### config.mk
export PLATFORM = sky130hd
export DESIGN_NAME = apb_slave_regfile
export DESIGN_NICKNAME = d
export VERILOG_FILES = /design/src/rtl/apb_pkg.sv /design/src/rtl/apb_slv_decode.sv /design/src/rtl/apb_slave_regfile.sv
export SDC_FILE = /design/constraint.sdc
export NUM_CORES = 1
export LEC_CHECK = 0
export CAP_MARGIN = 10
export CORE_AREA = 3 3 175 177
export CTS_CLUSTER_SIZE = 30
export DETAILED_ROUTE_END_ITERATION = 10
export DIE_AREA = 0 0 178 180
export GPL_TIMING_DRIVEN = 0
export MAX_ROUTING_LAYER = met4
export PLACE_DENSITY = 0.76
export SETUP_SLACK_MARGIN = 0.05
export SLEW_MARGIN = 10
export SYNTH_ARGS = -nofsm -noshare
export SYNTH_HDL_FRONTEND = slang
export SYNTH_SLANG_ARGS = --single-unit
### constraint.sdc
create_clock -name pclk -period 2.54 [get_ports pclk]
set_input_delay 0.381 -clock pclk [delete_from_list [all_inputs] [get_ports pclk]]
set_output_delay 0.381 -clock pclk [all_outputs]
set_load 0.005 [all_outputs]
### src/rtl/apb_pkg.sv
// apb_pkg: shared definitions for APB completers.
//   - FSM state encoding (IDLE / ACCESS)
//   - APB address / data / strobe widths
//   - PPROT bit positions
//   - default identification value for register 0
//   - latched request record captured in the setup phase
package apb_pkg;

  localparam int APB_AW = 32;
  localparam int APB_DW = 32;
  localparam int APB_SW = APB_DW / 8;

  // Register index field is paddr[7:2]
  localparam int IDX_W = 6;

  localparam int PPROT_PRIV  = 0;
  localparam int PPROT_NSEC  = 1;
  localparam int PPROT_INSTR = 2;

  localparam logic [APB_DW-1:0] APB_ID_DEFAULT = 32'hA5B3_0001;

  typedef enum logic {
    ST_IDLE   = 1'b0,
    ST_ACCESS = 1'b1
  } apb_state_e;

  typedef struct packed {
    logic              write;
    logic              err;
    logic [IDX_W-1:0]  idx;
    logic [APB_DW-1:0] wdata;
    logic [APB_SW-1:0] strb;
  } apb_req_t;

endpackage

### src/rtl/apb_slv_decode.sv
// apb_slv_decode: combinational address decode for a word-indexed register
// file behind an APB completer.
// Optional feature macro: APB_SLV_SECURE_EN (upper half of the registers is
// secure; non-secure accesses to it are errors).
// Ports:
//   paddr_i   byte address
//   pwrite_i  1 = write
//   pprot_i   protection attributes (only used with APB_SLV_SECURE_EN)
//   idx_o     register index, paddr[7:2]
//   err_o     access error (misaligned, out of window, no such register,
//             write to read-only register 0, secure violation)
module apb_slv_decode
  import apb_pkg::*;
#(
  parameter int NUM_REGS = 8
) (
  input  logic [APB_AW-1:0] paddr_i,
  input  logic              pwrite_i,
  input  logic [2:0]        pprot_i,
  output logic [IDX_W-1:0]  idx_o,
  output logic              err_o
);

  logic misalign, out_win, no_reg, ro_wr, sec_err;

  assign idx_o    = paddr_i[7:2];
  assign misalign = |paddr_i[1:0];
  assign out_win  = |paddr_i[APB_AW-1:8];
  assign no_reg   = int'(idx_o) >= NUM_REGS;
  assign ro_wr    = pwrite_i && (idx_o == '0);

`ifdef APB_SLV_SECURE_EN
  logic unused_prot;
  assign unused_prot = ^{pprot_i[PPROT_PRIV], pprot_i[PPROT_INSTR]};
  assign sec_err     = pprot_i[PPROT_NSEC] && (int'(idx_o) >= NUM_REGS / 2);
`else
  logic unused_prot;
  assign unused_prot = ^pprot_i;
  assign sec_err     = 1'b0;
`endif

  assign err_o = misalign | out_win | no_reg | ro_wr | sec_err;

endmodule

### src/rtl/apb_slave_regfile.sv
// apb_slave_regfile: APB3 completer with a byte-strobed 32-bit register file.
// Register 0 is read-only and holds ID_VALUE; registers 1..NUM_REGS-1 are R/W.
// Every access phase is stretched by WAIT_CYCLES wait states.
// Optional feature macro: APB_SLV_SECURE_EN (handled inside apb_slv_decode).
// Ports:
//   pclk, presetn        clock, async active-low reset
//   psel, penable        APB select / access phase
//   pwrite, paddr        direction, byte address
//   pwdata, pstrb        write data, byte strobes
//   pprot                protection attributes
//   prdata               read data (valid with pready in a read)
//   pready               transfer complete (combinational from state)
//   pslverr              error response, only ever high with pready
//   regs_flat            all registers, reg i at [i*32+31:i*32]
module apb_slave_regfile
  import apb_pkg::*;
#(
  parameter int                NUM_REGS    = 8,
  parameter int                WAIT_CYCLES = 0,
  parameter logic [APB_DW-1:0] ID_VALUE    = APB_ID_DEFAULT
) (
  input  logic                     pclk,
  input  logic                     presetn,
  input  logic                     psel,
  input  logic                     penable,
  input  logic                     pwrite,
  input  logic [APB_AW-1:0]        paddr,
  input  logic [APB_DW-1:0]        pwdata,
  input  logic [APB_SW-1:0]        pstrb,
  input  logic [2:0]               pprot,
  output logic [APB_DW-1:0]        prdata,
  output logic                     pready,
  output logic                     pslverr,
  output logic [NUM_REGS*32-1:0]   regs_flat
);

  localparam logic [3:0] CNT_INIT = 4'(WAIT_CYCLES);

  apb_state_e                     state_q;
  logic [3:0]                     cnt_q;
  apb_req_t                       req_q;
  logic [APB_DW-1:0]              prdata_q, rdata_d, rd_sel;
  logic [NUM_REGS-1:1][APB_DW-1:0] regs_q;

  logic [IDX_W-1:0] dec_idx;
  logic             dec_err;
  logic             complete, commit;

  apb_slv_decode #(.NUM_REGS(NUM_REGS)) u_decode (
    .paddr_i  (paddr),
    .pwrite_i (pwrite),
    .pprot_i  (pprot),
    .idx_o    (dec_idx),
    .err_o    (dec_err)
  );

  // Read mux over the live address; read data is captured in the setup phase
  always_comb begin
    rd_sel = '0;
    for (int i = 0; i < NUM_REGS; i++) begin
      if (int'(dec_idx) == i) rd_sel = (i == 0) ? ID_VALUE : regs_q[i];
    end
  end

  assign rdata_d = (pwrite || dec_err) ? '0 : rd_sel;

  assign pready   = (state_q == ST_ACCESS) && (cnt_q == '0);
  assign pslverr  = req_q.err & pready;
  assign prdata   = prdata_q;
  assign complete = pready && psel && penable;
  assign commit   = complete && req_q.write && !req_q.err;

  always_ff @(posedge pclk or negedge presetn) begin
    if (!presetn) begin
      state_q  <= ST_IDLE;
      cnt_q    <= '0;
      req_q    <= '0;
      prdata_q <= '0;
    end else begin
      case (state_q)
        ST_IDLE: begin
          if (psel && !penable) begin
            state_q  <= ST_ACCESS;
            cnt_q    <= CNT_INIT;
            req_q    <= '{write: pwrite, err: dec_err, idx: dec_idx,
                          wdata: pwdata, strb: pstrb};
            prdata_q <= rdata_d;
          end
        end
        ST_ACCESS: begin
          // Dropping psel abandons the transfer; nothing is written
          if (!psel)              state_q <= ST_IDLE;
          else if (cnt_q != '0)   cnt_q   <= cnt_q - 4'd1;
          else if (penable)       state_q <= ST_IDLE;
        end
        default: state_q <= ST_IDLE;
      endcase
    end
  end

  always_ff @(posedge pclk or negedge presetn) begin
    if (!presetn) begin
      regs_q <= '0;
    end else if (commit) begin
      for (int i = 1; i < NUM_REGS; i++) begin
        if (int'(req_q.idx) == i) begin
          for (int b = 0; b < APB_SW; b++) begin
            if (req_q.strb[b]) regs_q[i][b*8 +: 8] <= req_q.wdata[b*8 +: 8];
          end
        end
      end
    end
  end

  assign regs_flat = {regs_q, ID_VALUE};

endmodule

==> flow_metrics.tcl <==
set metrics [dict create \
    status "finished clean" \
    htreeDepth 1 \
    rr_startpoint "cnt_q[1]" \
    p_leak_nw 9.26 \
    synth_seq_cells 305 \
    start_util_pct 49.3 \
    drt_iter0_drc 1300 \
    dp_hpwl_um 36200 \
    critPathBufInv 3 \
    critPathMaxStageDelay_ps 670 \
    critPathKind "input port to register" \
    yosysUniqueCellTypes 59 \
    cp.required_ps 3020 \
    cts_num_sinks 305 \
    crit_path_start_kind "input port" \
    grt_max_degree 99 \
    wl_per_cell_um 24.9 \
    ios 366 \
    fp.dieW_um 178 \
    min_from "paddr[5]" \
    min_period_ps 2440 \
    rows 63 \
    relSlewSlack_pct 25.6 \
    via_count 12500 \
    antenna_left 0 \
    grt-ovfl-total 0 \
    cts.clk_slew.worst_paths_ps 70 \
    crit_chain "clkdlybuf4s50_1 > buf_2 > nor4_4 > clkbuf_1 > nand3_1 > nand4_1 > a2bb2oi_1" \
    finalWirelength_um 52100 \
    slew_viol_final 0 \
    synth_edf_count 0 \
    rsz0062_at_grt "yes" \
    synth-seq-area-share_pct 52.7 \
    synthCells 1252 \
    max_freq_ghz 0.410 \
    io_buffers 327 \
    antenna_found_initial 2 \
    crit_start "paddr[7]" \
    synth_ff_type "dfrtp_1" \
    drv_cap 0 \
    grt_pass1_wl_um 75700 \
    cts_buffer_depth 3 \
    die_area_mm2 0.0320 \
    syn_area_per_cell_um2 11.6 \
    crit_path_end_kind "register" \
    postLayoutCoreUtil_pct 68.0 \
    cts_buffers 31 \
    stdcell_count 2090 \
    ys_warn_count 0 \
    crit_path_max_fanout 10 \
    cts_tree "built" \
    layout.nets 1756 \
    ys_async_sr_fraction_pct 100 \
    worst_pin_slew_ps 1110 \
    routabilityCongestion 0.918 \
    final_common_cell "clkdlybuf4s50_1" \
    placed_cells 2002 \
    cp.arrival_ps 2920 \
    slowest_stage "clkbuf_1" \
    area_growth_pct 38.0 \
    peakVddDrop_uv 417 \
    crit_family "buffers and inverters" \
    clock_latency_ps 570 \
    p_per_area_mw_per_mm2 529 \
    setup_viol 0 \
    skew_ps 18.8 \
    drive_above_1_share_pct 12.2 \
    clockRootBuffer "clkbuf_16" \
    grt_pass1_vias 12300 \
    hp-class "input port to register" \
    grt.total_usage_pct 32.2 \
    firstDrtPassIters 7 \
    die_y_um 180 \
    drc 0 \
    final_cell_mix "324 x clkdlybuf4s50_1, 305 x dfrtp_1, 224 x mux2_1" \
    core_area_mm2 0.0294 \
    period_share_pct 96.0 \
    fillers 2227 \
    timing_hold_violations_final 0 \
    netlist_area_mm2 0.0145 \
    vias_per_cell 5.98 \
]
[logic make-up (layout without fill, tap and decap cells)]
kind of cell / Yosys count / after routing / share of synthesized area (%)
AND/OR/NAND/NOR: 475 / 475 / 18.3
flip-flops: 305 / 305 / 52.7
multiplexers: 253 / 253 / 19.7
buffers and inverters: 119 / 535 / 4.11
AO/OA/AOI/OAI: 97 / 97 / 5.11
other: 2 / 34 / 0.0519
adder cells (fa/ha/maj): 1 / 1 / 0.0864
[layer usage]
| metal | part of all wire, % | global-route usage [%] | vias up |
|---|---|---|---|
| met5 | 0 | - | - |
| met4 | 4.0 | 12.8 | 0 |
| met3 | 9.8 | 6.36 | 158 |
| met2 | 47 | 50.0 | 751 |
| met1 | 39 | 41.6 | 6273 |
| li1 | - | - | 5318 |
[cell type report]
class	count	area, µm²	area share [%]
sequential	305	7630	38.2
multi-input combinational	858	6420	32.1
timing repair buffer	364	3810	19.1
clock buffer	45	898	4.50
buffer	104	552	2.76
tap	390	488	2.44
clock inverter	7	116	0.582
inverter	15	56.3	0.282
antenna	2	5.00	0.0251
[flip-flops by register name, indices dropped and copies added, names as in the netlist]
register / flops
regs_flat: 224
cnt_q: 4
state_q: 1
prdata: 32
req_q: 44
[path summary, 6_finish.rpt]
check	to	slack, ps	cells past startpoint
worst min register to register	prdata[16]	490	2
worst max-delay path	prdata[25]	100	7
worst min-delay path	req_q[39]	170	3
max in group asynchronous	req_q[4]	1080	4
worst max register to register	regs_flat[90]	120	9
min in group asynchronous	regs_flat[245]	310	2
[power breakdown]
| group | switching [W] | total [W] | internal, W | leakage (nW) |
|---|---|---|---|---|
| Clock | 0.00191 | 0.00463 | 0.00273 | 0.496 |
| Sequential | 0.000214 | 0.00518 | 0.00496 | 4.19 |
| Combinational | 0.000479 | 0.000760 | 0.000280 | 4.57 |
[metrics by stage]
step / instance area (µm²) / setup TNS (ps) / power (W) / hold WS [ps] / setup WS (ps)
floorplan: 14600 / 0 / 0.00552 / 85.4 / 446
global route: 20000 / 0 / 0.0109 / 175 / 35.7
detailed placement: 18400 / -44010 / 0.00598 / 306 / -1070
global placement: 18400 / -3665850 / 0.00595 / 452 / -11910
CTS: 19600 / 0 / 0.0106 / 156 / 48.2
finish: 20000 / 0 / 0.0106 / 169 / 102
[timing repair]
action / 4_1_cts / 5_1_grt
buffers inserted: 10 / 23
pin swaps: 1 / 21
gates resized for setup: 14 / 15
endpoints found under the hold margin: 47 / 0
setup endpoints to repair: 85 / 166
hold buffers: 1 / 0
[worst register-to-register path, stage by stage, from the launching register on]
cell	delay [ps]
dfrtp_1	390
inv_2	90
ha_4	140
nor4bb_4	260
buf_4	150
buf_4	110
buf_4	170
nand3_4	220
nor2_4	400
mux2_1	370
[synthesized netlist by cell type, drive strengths merged (5+ instances only)]
library cell  instances  share of area (%)
dfrtp               305                 53
mux2                243                 19
nand2               172                4.5
nand3               117                4.4
buf                  59                2.6
nor2                 48                2.7
clkbuf               45                1.2
a2bb2oi              24                1.5
nand4                24                1.0
nor3                 22               0.76
or4                  21                1.1
inv                  15               0.39
nor4                 15               0.79
a211oi               14               0.73
o21ai                14               0.48
and3                 12               0.52
nor2b                10               0.43
o31ai                10               0.52
mux2i                 9               0.62
nand2b                8               0.35
or3b                  8               0.48
a32oi                 6               0.36
a21oi                 5               0.17
Power figures use the tool's default switching activity.
